--- src/rtl/m_receiver.sv ---
// rtl/m_receiver.sv - 8N1 serial frame receiver with FWFT byte FIFO and idle-time frame delimiting.
// Optional even-parity bit per byte when RX_PARITY_EN is defined.
module m_receiver #(
  parameter int CLKS_PER_BIT = 4,
  parameter int DEPTH        = 16,
  parameter int IDLE_BITS    = 10
) (
  input  logic        i_clk,
  input  logic        i_rst,
  input  logic        i_rx,
  input  logic        i_data_re,
  input  logic        i_frame_ack,
  input  logic        i_status_clr,
  output logic [7:0]  o_data,
  output logic        o_data_valid,
  output logic [15:0] o_data_size,
  output logic [7:0]  o_frames_count,
  output logic        o_frame_done,
  output logic [7:0]  o_status
);

  localparam int HALF     = CLKS_PER_BIT / 2;
  localparam int CNT_W    = $clog2(CLKS_PER_BIT);
  localparam int ADDR_W   = $clog2(DEPTH);
  localparam int IDLE_LIM = IDLE_BITS * CLKS_PER_BIT;
  localparam int IDLE_W   = $clog2(IDLE_LIM);

  typedef enum logic [2:0] {S_IDLE, S_START, S_DATA, S_PARITY, S_STOP} state_t;

  state_t             state_q, state_d;
  logic               rx_meta, rx_sync, rx_prev;
  logic [CNT_W-1:0]   bit_cnt;
  logic [2:0]         bit_idx;
  logic [7:0]         shreg;
  logic               sample;
  logic               stop_smp, commit, wr_en, rd_en, full, empty;
  logic               ovf_evt, frm_evt, par_evt, par_bad;
  logic [7:0]         mem [DEPTH];
  logic [ADDR_W-1:0]  wr_ptr, rd_ptr;
  logic [ADDR_W:0]    count;
  logic               frame_open, close;
  logic [IDLE_W-1:0]  idle_cnt;
  logic [7:0]         frames;
  logic               sticky_ovf, sticky_frm, sticky_par;

  always_ff @(posedge i_clk or posedge i_rst) begin
    if (i_rst) begin
      rx_meta <= 1'b1;
      rx_sync <= 1'b1;
      rx_prev <= 1'b1;
    end else begin
      rx_meta <= i_rx;
      rx_sync <= rx_meta;
      rx_prev <= rx_sync;
    end
  end

  always_comb begin
    sample  = 1'b0;
    state_d = state_q;
    if (state_q == S_START) sample = (bit_cnt == CNT_W'(HALF - 1));
    else                    sample = (bit_cnt == CNT_W'(CLKS_PER_BIT - 1));
    case (state_q)
      S_IDLE:   if (rx_prev && !rx_sync) state_d = S_START;
      S_START:  if (sample) state_d = rx_sync ? S_IDLE : S_DATA;
      S_DATA: begin
        if (sample && bit_idx == 3'd7) begin
`ifdef RX_PARITY_EN
          state_d = S_PARITY;
`else
          state_d = S_STOP;
`endif
        end
      end
      S_PARITY: if (sample) state_d = S_STOP;
      S_STOP:   if (sample) state_d = S_IDLE;
      default:  state_d = S_IDLE;
    endcase
  end

  always_ff @(posedge i_clk or posedge i_rst) begin
    if (i_rst) state_q <= S_IDLE;
    else       state_q <= state_d;
  end

  // Bit timer restarts on every sample so each bit is timed from the previous sample point.
  always_ff @(posedge i_clk or posedge i_rst) begin
    if (i_rst) begin
      bit_cnt <= '0;
      bit_idx <= '0;
      shreg   <= '0;
    end else begin
      if (state_q == S_IDLE || sample) bit_cnt <= '0;
      else                             bit_cnt <= bit_cnt + 1'b1;
      if (state_q == S_START) bit_idx <= '0;
      else if (state_q == S_DATA && sample) begin
        bit_idx <= bit_idx + 1'b1;
        shreg   <= {rx_sync, shreg[7:1]};
      end
    end
  end

`ifdef RX_PARITY_EN
  assign par_evt = (state_q == S_PARITY) && sample && (rx_sync != ^shreg);
  always_ff @(posedge i_clk or posedge i_rst) begin
    if (i_rst)                   par_bad <= 1'b0;
    else if (state_q == S_START) par_bad <= 1'b0;
    else if (par_evt)            par_bad <= 1'b1;
  end
`else
  assign par_evt = 1'b0;
  assign par_bad = 1'b0;
`endif

  assign empty    = (count == '0);
  assign full     = (count == (ADDR_W + 1)'(DEPTH));
  assign stop_smp = (state_q == S_STOP) && sample;
  assign commit   = stop_smp && rx_sync && !par_bad;
  assign wr_en    = commit && !full;
  assign rd_en    = i_data_re && !empty;
  assign ovf_evt  = commit && full;
  assign frm_evt  = stop_smp && !rx_sync;

  always_ff @(posedge i_clk) begin
    if (wr_en) mem[wr_ptr] <= shreg;
  end

  always_ff @(posedge i_clk or posedge i_rst) begin
    if (i_rst) begin
      wr_ptr <= '0;
      rd_ptr <= '0;
      count  <= '0;
    end else begin
      if (wr_en) wr_ptr <= wr_ptr + 1'b1;
      if (rd_en) rd_ptr <= rd_ptr + 1'b1;
      if (wr_en && !rd_en)      count <= count + 1'b1;
      else if (!wr_en && rd_en) count <= count - 1'b1;
    end
  end

  // A frame stays open until the line has been high for the full idle window while idle.
  assign close = (state_q == S_IDLE) && frame_open && rx_sync &&
                 (idle_cnt == IDLE_W'(IDLE_LIM - 1));

  always_ff @(posedge i_clk or posedge i_rst) begin
    if (i_rst) begin
      frame_open <= 1'b0;
      idle_cnt   <= '0;
    end else if (wr_en) begin
      frame_open <= 1'b1;
      idle_cnt   <= '0;
    end else if (close) begin
      frame_open <= 1'b0;
      idle_cnt   <= '0;
    end else if (state_q != S_IDLE || !rx_sync) begin
      idle_cnt <= '0;
    end else if (frame_open) begin
      idle_cnt <= idle_cnt + 1'b1;
    end
  end

  always_ff @(posedge i_clk or posedge i_rst) begin
    if (i_rst) begin
      frames <= '0;
    end else if (close) begin
      if (!i_frame_ack && frames != 8'hFF) frames <= frames + 1'b1;
    end else if (i_frame_ack && frames != '0) begin
      frames <= frames - 1'b1;
    end
  end

  // Error events take priority over a same-cycle clear.
  always_ff @(posedge i_clk or posedge i_rst) begin
    if (i_rst) begin
      sticky_ovf <= 1'b0;
      sticky_frm <= 1'b0;
      sticky_par <= 1'b0;
    end else begin
      sticky_ovf <= (sticky_ovf && !i_status_clr) || ovf_evt;
      sticky_frm <= (sticky_frm && !i_status_clr) || frm_evt;
      sticky_par <= (sticky_par && !i_status_clr) || par_evt;
    end
  end

  assign o_data         = empty ? 8'h00 : mem[rd_ptr];
  assign o_data_valid   = !empty;
  assign o_data_size    = 16'(count);
  assign o_frames_count = frames;
  assign o_frame_done   = close;
  assign o_status       = {2'b00, (state_q != S_IDLE) || frame_open,
                           sticky_par, sticky_frm, sticky_ovf, full, empty};

endmodule
--- config.mk ---
export PLATFORM = sky130hd
export DESIGN_NAME = m_receiver
export DESIGN_NICKNAME = d
export VERILOG_FILES = /design/src/rtl/m_receiver.sv
export SDC_FILE = /design/constraint.sdc
export NUM_CORES = 1
export LEC_CHECK = 0
export ABC_AREA = 1
export BUFFER_PORTS_ARGS = -buffer_cell sky130_fd_sc_hd__buf_2
export CAP_MARGIN = 10
export CORE_ASPECT_RATIO = 1.5
export CORE_MARGIN = 5
export CORE_UTILIZATION = 45
export DETAILED_ROUTE_END_ITERATION = 8
export HOLD_SLACK_MARGIN = 0.06
export SKIP_LAST_GASP = 1
export SYNTH_ARGS = -nofsm -noshare
export SYNTH_HDL_FRONTEND = slang
export SYNTH_SLANG_ARGS = --single-unit
--- constraint.sdc ---
create_clock -name i_clk -period 3.2 [get_ports i_clk]
set_input_delay 0.16 -clock i_clk [delete_from_list [all_inputs] [get_ports i_clk]]
set_output_delay 0.16 -clock i_clk [all_outputs]
set_load 0.01 [all_outputs]
### Yosys cells after proc, flatten, opt, wreduce, memory -nomap -nowiden

Memory sizes are Yosys's and may differ from the RTL's.
Index checks and enable logic that the tools add are counted.
Widths: inputs -> output; s select.

| storage, ports and cells | value |
|---|---|
| input bits | 6 |
| memories kept | 1 |
| output and inout bits | 42 |
| register bits | 50 |
| bits in writable memories | 128 |
| logic and storage cells | 111 |

| operators by class | value |
|---|---|
| bitwise operators | 1 |
| reductions and logical operators | 43 |
| eq/ne operators | 16 |
| add/sub/neg operators | 9 |
| muxes and demuxes | 25 |

Memory list:

| memory | words | bits a word | rd ports | clocked after Yosys merged registers in | write ports | RTL line | RTL |
|---|---|---|---|---|---|---|---|
| mem | 16 | 8 | 1 | 0 | 1 | 38 | `logic [7:0] mem [DEPTH];` |

Operators by type and width:

| operator | count |
|---|---|
| $mux 8 | 4 |
| $mux 6 | 4 |
| $mux 3 | 7 |
| $logic_and 1x1->1 | 19 |
| $pmux 3 s5 | 1 |
| $mux 5 | 2 |
| $ne 2x2->1 const B | 5 |
| $add 4x1->4 const B | 2 |
| $add 8x1->8 const B | 1 |
| $ne 8x8->1 const B | 1 |
| $reduce_bool 2->1 | 4 |
| $reduce_bool 8->1 | 1 |
| $sub 8x1->8 const B | 1 |
| $logic_not 1->1 | 7 |
| $add 6x1->6 const B | 1 |
| $eq 3x2->1 const B | 2 |
| $eq 3x3->1 const B | 2 |
| $eq 6x6->1 const B | 1 |
| $add 5x1->5 const B | 1 |
| $eq 5x5->1 const B | 1 |
| $logic_not 5->1 | 1 |
| $logic_or 1x1->1 | 5 |
| $mux 1 | 5 |
| $reduce_and 5->1 | 1 |
| 13 further kinds | 15 |

### Longest topological paths before layout

Gate-level depths: netlist (run 1).

| logic depth | value |
|---|---|
| word-level depth | 9 |
| depth in mapped cells | 15 |
| mapped depth without buffers | 15 |

### Worst setup path before layout (run 1)

OpenSTA, ideal clock, no wires.

| path | value |
|---|---|
| path kind | flip-flop to flip-flop |
| from | register state_q[0] |
| to | register count[4] |
| data required time | 3.069 ns |
| library setup time | 0.131 ns |
| period minus slack after synthesis | 2.260 ns |
| path buffers | 0 |
| arrival time | 2.129 ns |
| setup slack | 0.940 ns |
| cell stages (with the launch flop) | 14 |
| path through | dfrtp_1 -> nor2_4 -> nand4_2 -> nor2_2 -> nand2_4 -> clkinv_2 -> ha_1 -> inv_1 -> fa_1 -> nand3_1 -> nand2_1 -> a21oi_1 -> o21ai_0 -> xor2_1 |

| on the way | value |
|---|---|
| word-level cells in the longest chain between the ends | 8 |
| elaborated cells between the ends (all ways) | 11 |
| those cells by class | eq/ne (2); mux (2); reduce/logical (7) |

RTL lines:

| what | RTL line | RTL |
|---|---|---|
| from (decl) | 30 | `state_t state_q, state_d;` |
| from (signal assigned) | 83 | `else state_q <= state_d;` |
| $eq 3x1->1 | 61 | `if (state_q == S_START) sample = (bit_cnt == CNT_W'(HALF - 1));` |
| $mux 1 | 61 |  |
| $logic_and 1x1->1 (*) | 117 | `assign stop_smp = (state_q == S_STOP) && sample;` |
| $logic_and 1x1->1 (*) | 118 | `assign commit = stop_smp && rx_sync && !par_bad;` |
| $logic_and 1x1->1 (*) | 119 | `assign wr_en = commit && !full;` |
| named net wr_en | 36 | `logic stop_smp, commit, wr_en, rd_en, full, empty;` |
| $logic_not 1->1 | 137 | `else if (!wr_en && rd_en) count <= count - 1'b1;` |
| $logic_and 1x1->1 | 137 |  |
| $reduce_bool 2->1 (no source line) | -- |  |
| to (signal assigned) | 136 | `if (wr_en && !rd_en) count <= count + 1'b1;` |
| to (signal assigned) | 137 |  |
| to (decl) | 40 | `logic [ADDR_W:0] count;` |

The timed path passes the listed nets; every way through them passes the cells marked *.
A chain may end at the register's enable or synchronous reset.

### Final worst setup path (run 1)

Same ends and word-level chain as after synthesis.

==> results.md, run 1 <==
Run status:
- The flow ran to the end, and the final reports show no timing, DRC or antenna violations.

Power and ir drop:
- Dividing total power by cell area gives a power density of ~780 nW/um^2.
- Summed over all cells, the static leakage comes to around 4.0 nW.
- Across the VDD grid, the largest voltage drop is 0.321 mV.

Clock tree:
- TritonCTS built the clock tree.
- The root buffer selected by CTS is sky130_fd_sc_hd__clkbuf_16.
- The maximum level of the CTS H-tree is 4.
- The total clock buffers created by CTS is 17.
- The clock transition at the register clock pins on the worst setup and hold paths after CTS is roughly 70 ps.
- The clock network latency to the later pin of the worst-skew pair is 430 ps.
- The post-cts sizing count is 0.
- The clock passes through at most 2 buffers.
- Clock tree synthesis found a total of between 150 and 200 sinks.

STA:
- The worst path needs 2610 ps of the cycle, external delays included.
- For the final database, setup skew stands at 9.61 ps.
- The number of failing setup endpoints in the final timing report is 0.
- Setup repair after global routing left no endpoint under its margin.
- The final count of hold timing violations is 0.
- The fmax is 383 MHz.
- The worst pin sits at a relative slew slack of between 40% and 50%.
- The sum of negative setup slack is 0 ps.
- The final count of pins violating max slew is 0.
- The tightest hold margin is between 70 and 80 ps.
- For the pin with the worst max-slew slack, the measured transition is around 860 ps.
- The share of the clock period used by the worst path is 81.7%.

Placed design:
- The count of buffers from port buffering is 34.
- The final HPWL from detailed placement is 12.3 mm.
- The routability congestion estimate is 0.840.
- Summing all placed instances gives a cell area of 8590 um^2.

Die:
- During I/O placement, the number of pins put on the boundary was 48.
- The die is between 150 and 200 um tall.
- The starting density of the core is between 40% and 50%.
- The die footprint is between 20000 and 25000 um^2.
- The chip width is roughly 120 um.
- The total area inside the core boundary comes to between 15000 and 20000 um^2.
- The floorplan has 60 rows.

Setup path:
- STA classifies the critical path startpoint as a flop.
- The worst path arrival time is just under 3000 ps.
- The kind of end point of the critical path is a flop.
- The class of the most critical setup path is flop to flop.
- The critical path data required time is 3500 ps.
- In this run the worst path has a maximum fanout of 16.
- The worst register-to-register path begins at state_q[0].
- The most critical setup path has its startpoint at state_q[0].

Worst hold path:
- The classification of the worst-slack hold path is input port to flop.
- The worst hold path begins at i_data_re.

Logic synthesis:
- The Yosys step of the flow raised 0 warnings.
- The synthesized design contains approximately 180 register bits.
- Summing the sequential cell areas from Yosys gives 61.9% of the chip area.
- The synthesized instance count is 791.
- The cell area after synthesis is around 8200 um^2.
- The mean cell area of the mapped netlist is ~10 um^2.
- The synthesized netlist contains 44 unique library cells.

GRT:
- Summed over all layers, the global routing overflow is 0.
- The met1 global-route usage is roughly a fifth.
- The global-route wire length before repair is 29.8 mm.
- The via count of the first global-routing pass is between 5000 and 6000.
- The busiest metal layer after global routing is met2.
- The number of antenna violations at the first check in global routing is 0.
- Global routing used ~33% of the available met2 tracks.
- Entering global routing, the biggest net connects between 60 and 70 pins.
- Global routing consumed, over all layers together, 18.3% of the routing resources.
- The global-route met3 utilization is 3.48%.

Layout:
- The finished cells cover a little over 9000 um^2.
- The fraction of final layout cells with drive strength greater than 1 is between 10% and 20%.
- 0 antenna diodes ended up in the layout.
- The final net count is 858.
- The layout overhead on the synthesized area is 12.3%.

Drt:
- For this block, the via count after detailed routing is between 5000 and 6000.
- The average vias per placed instance is 5.26.
- The first detailed-routing pass ran for 5 iterations.
- The overall routed net length is between 15 and 20 mm.
- After the first detailed-routing iteration, the DRC count stood at just under 400.
- The count of nets left with antenna violations after detail routing is 0.
- The detailed-route wire length per cell is roughly 17 um.
- The number of DRC violations after detailed routing is 0.

Flow run:
- The tool flagged a number of max-cap violations equal to 0.
==> metal layers <==
metal,part of all wire [%],up-vias
met5,0,-
met4,3.2,0
met2,54,109
li1,-,2729
met1,40,2709
met3,3.1,36
==> critical path, stage by stage, from the launching register on <==
cell	delay [ps]
sky130_fd_sc_hd__dfrtp_1	460
sky130_fd_sc_hd__nor2_4	220
sky130_fd_sc_hd__nand4_2	120
sky130_fd_sc_hd__nor2_2	190
sky130_fd_sc_hd__nand2_4	160
sky130_fd_sc_hd__clkinv_2	120
sky130_fd_sc_hd__ha_1	140
sky130_fd_sc_hd__inv_1	100
sky130_fd_sc_hd__fa_1	430
sky130_fd_sc_hd__nand3_1	90
sky130_fd_sc_hd__nand2_1	70
sky130_fd_sc_hd__a21oi_1	110
sky130_fd_sc_hd__o21ai_0	120
sky130_fd_sc_hd__xor2_1	160
==> area by class of cell <==
| class | instances | area, um^2 |
|---|---|---|
| fill | 1570 | 8700 |
| sequential | 178 | 5100 |
| multi-input combinational | 531 | 2710 |
| clock buffer | 17 | 425 |
| timing repair buffer | 55 | 348 |
| tap | 217 | 272 |
| inverter | 49 | 198 |
| clock inverter | 15 | 195 |
==> per-stage QoR <==
step / setup slack [ps] / cells / total power [W] / util (%)
2_1_floorplan: 940 / 803 / 0.00439 / -
3_3_place_gp: 709 / 1027 / 0.00505 / 47.9
3_5_place_dp: 614 / 1027 / 0.00511 / 47.9
4_1_cts: 597 / 1062 / 0.00729 / 51.5
5_1_grt: 306 / 1062 / 0.00768 / 51.5
6_report: 587 / 1062 / 0.00723 / 51.5
==> synthesized netlist by cell type (all sizes together) <==
cell,number,area [um^2]
a21o,1,7.51
a21oi,22,110
a22oi,1,7.51
and2,1,6.26
buf,40,255
clkbuf,5,18.8
clkinv,4,16.3
conb,1,3.75
dfrtp,47,1180
dfstp,3,78.8
edfxtp,128,3840
fa,2,40.0
ha,18,225
inv,45,181
mux2i,1,10.0
nand2,259,1050
nand3,120,628
nand4,10,75.1
nor2,32,155
nor3,16,90.1
nor3b,1,7.51
o21ai,16,95.1
o22ai,1,6.26
or2,3,18.8
xnor2,3,26.3
xor2,11,104
==> registers in the layout, indices dropped and copies added (netlist names) <==
signal / flops
bit_cnt: 2
idle_cnt: 6
rx_sync: 1
frame_open: 1
rd_ptr: 4
wr_ptr: 4
sticky_par: 1
bit_idx: 3
count: 5
o_frames_count: 8
state_q: 3
sticky_ovf: 1
shreg: 8
rx_prev: 1
sticky_frm: 1
rx_meta: 1
mem: 128
==> power by group <==
| group | internal [W] | switching, W |
|---|---|---|
| Combinational | 0.000704 | 0.00153 |
| Clock | 0.00125 | 0.000919 |
| Sequential | 0.00263 | 0.000197 |
==> final timing paths <==
path,end,slack (ps),depth (start not counted)
max in group asynchronous,wr_ptr[2],2050,4
max,count[4],590,13
max reg2reg,count[4],590,13
min reg2reg,rx_sync,360,0
min in group asynchronous,sticky_frm,400,3
min,rd_ptr[0],80,3
==> placed cells by master, fill, tap and decap left out, drive strengths merged, types with 5 or more instances in the layout <==
master / synthesis / final
o21ai: 16 / 16
nor2: 32 / 32
edfxtp: 128 / 128
conb: 1 / 13
nand4: 10 / 10
inv: 45 / 52
dfrtp: 47 / 47
clkinv: 4 / 5
nand2: 259 / 259
a21oi: 22 / 22
nor3: 16 / 16
ha: 18 / 18
xor2: 11 / 11
clkbuf: 5 / 17
buf: 40 / 52
nand3: 120 / 120
==> kinds of logic (layout without fill, tap and decap cells) <==
| kind of cell | Yosys count | after routing | synth area share [%] |
|---|---|---|---|
| multiplexers | 1 | 1 | 0.122 |
| adder cells (fa/ha/maj) | 20 | 20 | 3.22 |
| other | 1 | 13 | 0.0455 |
| flip-flops | 178 | 178 | 61.9 |
| AND/OR/NAND/NOR | 442 | 442 | 24.6 |
| XOR/XNOR | 14 | 14 | 1.58 |
| AO/OA/AOI/OAI | 41 | 41 | 2.75 |
| buffers and inverters | 94 | 136 | 5.73 |
==> what timing repair did <==
action / in CTS / in global routing
endpoints found under the setup margin: 0 / 0
endpoints found under the hold margin: 32 / 0
setup buffers: 0 / 0
hold buffers: 3 / 0
Note: power is estimated with default switching activity, not from simulation.
==> run 2: changes to the inputs <==
==> constraint.sdc (replaced) <==
create_clock -name i_clk -period 2.2 [get_ports i_clk]
set_input_delay 0.11 -clock i_clk [delete_from_list [all_inputs] [get_ports i_clk]]
set_output_delay 0.11 -clock i_clk [all_outputs]
set_load 0.01 [all_outputs]
==> run 2 against run 1 <==
The run now ends with setup timing left. Sequential share of layout area is 3.6 points lower. First-iteration DRC count is 24% higher. Non-clock buffer count up 40. Clock-buffer cell count is 5 higher. Register-to-register slack lost 610 ps. Critical endpoint unchanged. Largest cell class unchanged. Largest power group is now combinational cells.
==> results.md, run 2 (synthesis results as in run 1) <==
Layout:
- The most frequent standard cell in the layout excluding fill and tap cells is sky130_fd_sc_hd__nand2_1.
- Compared with the post-synthesis result, the final layout area differs by 20.1%.
- The layout filler cell count was 1537 (-2.1%).
- The final net count was 898 (+4.7%).
- In the layout the commonest cells are 239 x sky130_fd_sc_hd__nand2_1, 128 x sky130_fd_sc_hd__edfxtp_1, 100 x sky130_fd_sc_hd__nand3_1, 45 x sky130_fd_sc_hd__dfrtp_1, 45 x sky130_fd_sc_hd__buf_4.
- The flip-flop count of the largest register after layout is 128 (unchanged).
- The count of placed standard cells in the final layout, fillers left out is 1102 (+3.8%).
- The antenna cell count is 0 (unchanged).
- The register with the highest flop count is mem.
- The area used by multi-input combinational logic was 2950 um^2 (+8.9%).
- The final core area utilization is 55.1% (+3.6 points).
- The fraction of final layout cells with drive strength greater than 1 was 23.5% (+8.0 points).
- The sequential cell area came to 5100 um^2 (about the same).

Placed design:
- The count of buffers from port buffering came to 34 (unchanged).
- The final HPWL from detailed placement came to 12.6 mm (+2.9%).
- The routability congestion estimate is 0.867 (+3.2%).
- The number of placed instances with taps included was 1049 (+2.1%).

STA:
- The minimum clock period came to 2220 ps (-390 ps).
- Setup repair after global routing could not meet its margin everywhere.
- The least setup slack across all paths after layout is -23.5 ps (-610 ps).
- The final count of hold timing violations is 0 (unchanged).
- The fmax was 450 MHz (+18%).
- The final worst clock skew is 11.2 ps (+1.62 ps).
- The share of the clock period used by the worst path is 101% (+19 points).
- The worst slew margin relative to its limit was 47.7% (+5.1 points).
- The final count of pins violating max slew is 0 (unchanged).
- The measured slew at the worst slew-check pin came to 785 ps (-73.0 ps).
- The number of failing setup endpoints in the final timing report was 2 (+2).

Clock tree:
- The CTS tree is done.
- The total clock buffers created by CTS is 17 (unchanged).
- In this run the clock root is driven by a sky130_fd_sc_hd__clkbuf_16.
- The number of sinks handled by clock tree synthesis is 178 (unchanged).
- The maximum level of the CTS H-tree is 4 (unchanged).
- The clock transition at the register clock pins on the worst setup and hold paths after CTS is 70 ps (about the same).
- The clock network latency to the later pin of the worst-skew pair was 430 ps (about the same).
- The buffer levels on the longest clock path is 2 (unchanged).

Power and ir drop:
- The clock network fraction of design power is 25.1% (-4.9 points).
- The switching power of the nets is 0.00415 W (+57%).
- The switching power as a share of total power is 37.0% (+0.43 points).
- The internal power is 0.00707 W (+54%).
- The maximum vdd ir drop was 0.482 mV (+50%).
- The leakage component of the power came to 4.18 nW (+5.7%).
- The sequential cell fraction of total power came to 36.5% (-2.6 points).
- The share of total power in combinational logic is 38.4% (+7.5 points).
- The power per unit of standard cell area is 1140 nW/um^2 (+45%).

Drt:
- The detailed-route wire length per cell is 18.6 um (+8.2%).
- The overall routed net length is 20.5 mm (+12%).
- The DRC marker count from the first detailed-route iteration is 479 (+24%).
- The count of nets left with antenna violations after detail routing is 0 (unchanged).
- The average vias per placed instance came to 5.34 (+1.5%).
- The first-pass iteration count of the detailed router is 5 (unchanged).
- The number of DRC violations after detailed routing is 0 (unchanged).
- The number of vias after detailed routing came to 5881 (+5.3%).

Setup path:
- The register-to-register setup slack is -20 ps (-610 ps).
- The startpoint identified for the worst register-to-register timing path is state_q[0].
- The gate family responsible for the most delay along the worst path is simple AND/OR/NAND/NOR gates.
- The depth of the worst register-to-register path is 13 (unchanged).
- STA classifies the critical path startpoint as a flop.
- The endpoint identified for the worst register-to-register timing path is count[4].
- The largest stage delay on the critical path came to 410 ps (-50 ps).
- The total buffers and inverters traversed by the critical path was 2 (unchanged).
- The worst setup path is captured at a flop.
- The worst-path maximum fanout came to 5 (-11).
- The critical path in this run is classified as flop to flop.
- The worst path arrival time is 2530 ps (-390 ps).
- Traced cell by cell, the critical path runs through nor2_4, nand4_4, nor2_4, nand2_4, inv_4, ha_4, inv_4, fa_2, nand3_2, nand2_2, a21oi_2, o21ai_1, xor2_1.
- The cell at the slowest stage of the critical path is sky130_fd_sc_hd__dfrtp_1.
- The critical path data required time is 2510 ps (-990 ps).

Run status:
- The run finished, with violations left.
- The final reports fail on setup timing.

GRT:
- The overflow left after global routing is 0 (unchanged).
- The number of antenna violations at the first check in global routing is 0 (unchanged).
- The global routing usage summed across all routing layers is 18.8% (+0.52 points).
- The maximum number of pins on one net before global-route repair is 67 (unchanged).
- The via count of the first global-routing pass is 5928 (+4.4%).
- The global-route wire length before repair is 30.9 mm (+3.6%).

Die:
- The row count is 60 (unchanged).
- The chip height is 176 um (unchanged).
- The area of the core is 17900 um^2 (unchanged).
- The die footprint is 21200 um^2 (unchanged).
- The top-level I/O count was 48 (unchanged).
- The chip width was 120 um (unchanged).
- The starting density of the core is 45.9% (unchanged).

Worst hold path:
- The cell depth of the worst hold path is 4 (+1).
- The end of the worst hold path is rd_ptr[0].
- The classification of the worst-slack hold path is input port to flop.
- In this run the most critical hold path is launched from i_data_re.

Flow run:
- The number of max-capacitance violations reported is 0 (unchanged).
run 2: final cells by class:
cell class	instances	share of cell area, %
clock inverters	10	0.886
repair buffers	95	8.22
well taps	217	2.75
multi-input cells	531	29.8
clock buffers	22	4.59
inverters	49	2.15
flip-flops and latches	178	51.6
run 2: power by group through the flow:
stage	Combinational, W	Clock (W)	Sequential (W)
after floorplan	0.00229	0	0.00411
after global placement	0.00339	0	0.00415
after detailed placement	0.00348	0	0.00416
after CTS	0.00353	0.00284	0.00409
after global routing	0.00470	0.00301	0.00413
final	0.00431	0.00282	0.00410
run 2: through the flow:
| step | setup TNS (ps) | total power (W) | setup WS [ps] | cell area [um^2] | hold slack [ps] |
|---|---|---|---|---|---|
| detailed placement | -2.20 | 0.00763 | -2.20 | 8810 | 205 |
| CTS | 0 | 0.0105 | 13.7 | 9400 | 110 |
| global route | -589 | 0.0118 | -157 | 9890 | 171 |
| finish | -40.1 | 0.0112 | -23.5 | 9890 | 162 |
| floorplan | 0 | 0.00640 | 17.5 | 8300 | 114 |
| global placement | 0 | 0.00754 | 40.7 | 8810 | 192 |
run 2: how the worst max path moves through the flow:
stage / from / endpoint / slack, ps / cells after the start
floorplan: state_q[1] / count[4] / 20 / 13
global placement: state_q[1] / count[4] / 40 / 13
detailed placement: state_q[1] / count[4] / -2 / 13
CTS: count[0] / count[4] / 10 / 14
global route: state_q[0] / count[4] / -160 / 13
finish: state_q[0] / count[4] / -20 / 13
run 2: worst min-delay path, delay by kind of cell:
| family | cells | cell delay [ps] |
|---|---|---|
| xor+xnor | 1 | 60 |
| buf+inv | 2 | 260 |
| simple gates | 1 | 120 |
run 2: routing by layer:
metal  global-route usage (%)  vias to the layer above  routed length, um
li1                         -                     2805                  -
met1                     21.3                     2898               7820
met2                     34.5                      136              11300
met3                     3.74                       42                698
met4                     7.23                        0                688
met5                        0                        -                  0
run 2: timing repair:
item | 4_1_cts | 5_1_grt
endpoints found under the hold margin | 26 | 0
buffers inserted | 0 | 10
pin swaps | 1 | 10
resized for setup | 1 | 48
hold buffers | 3 | 0
cloned | 0 | 8
endpoints found under the setup margin | 1 | 14
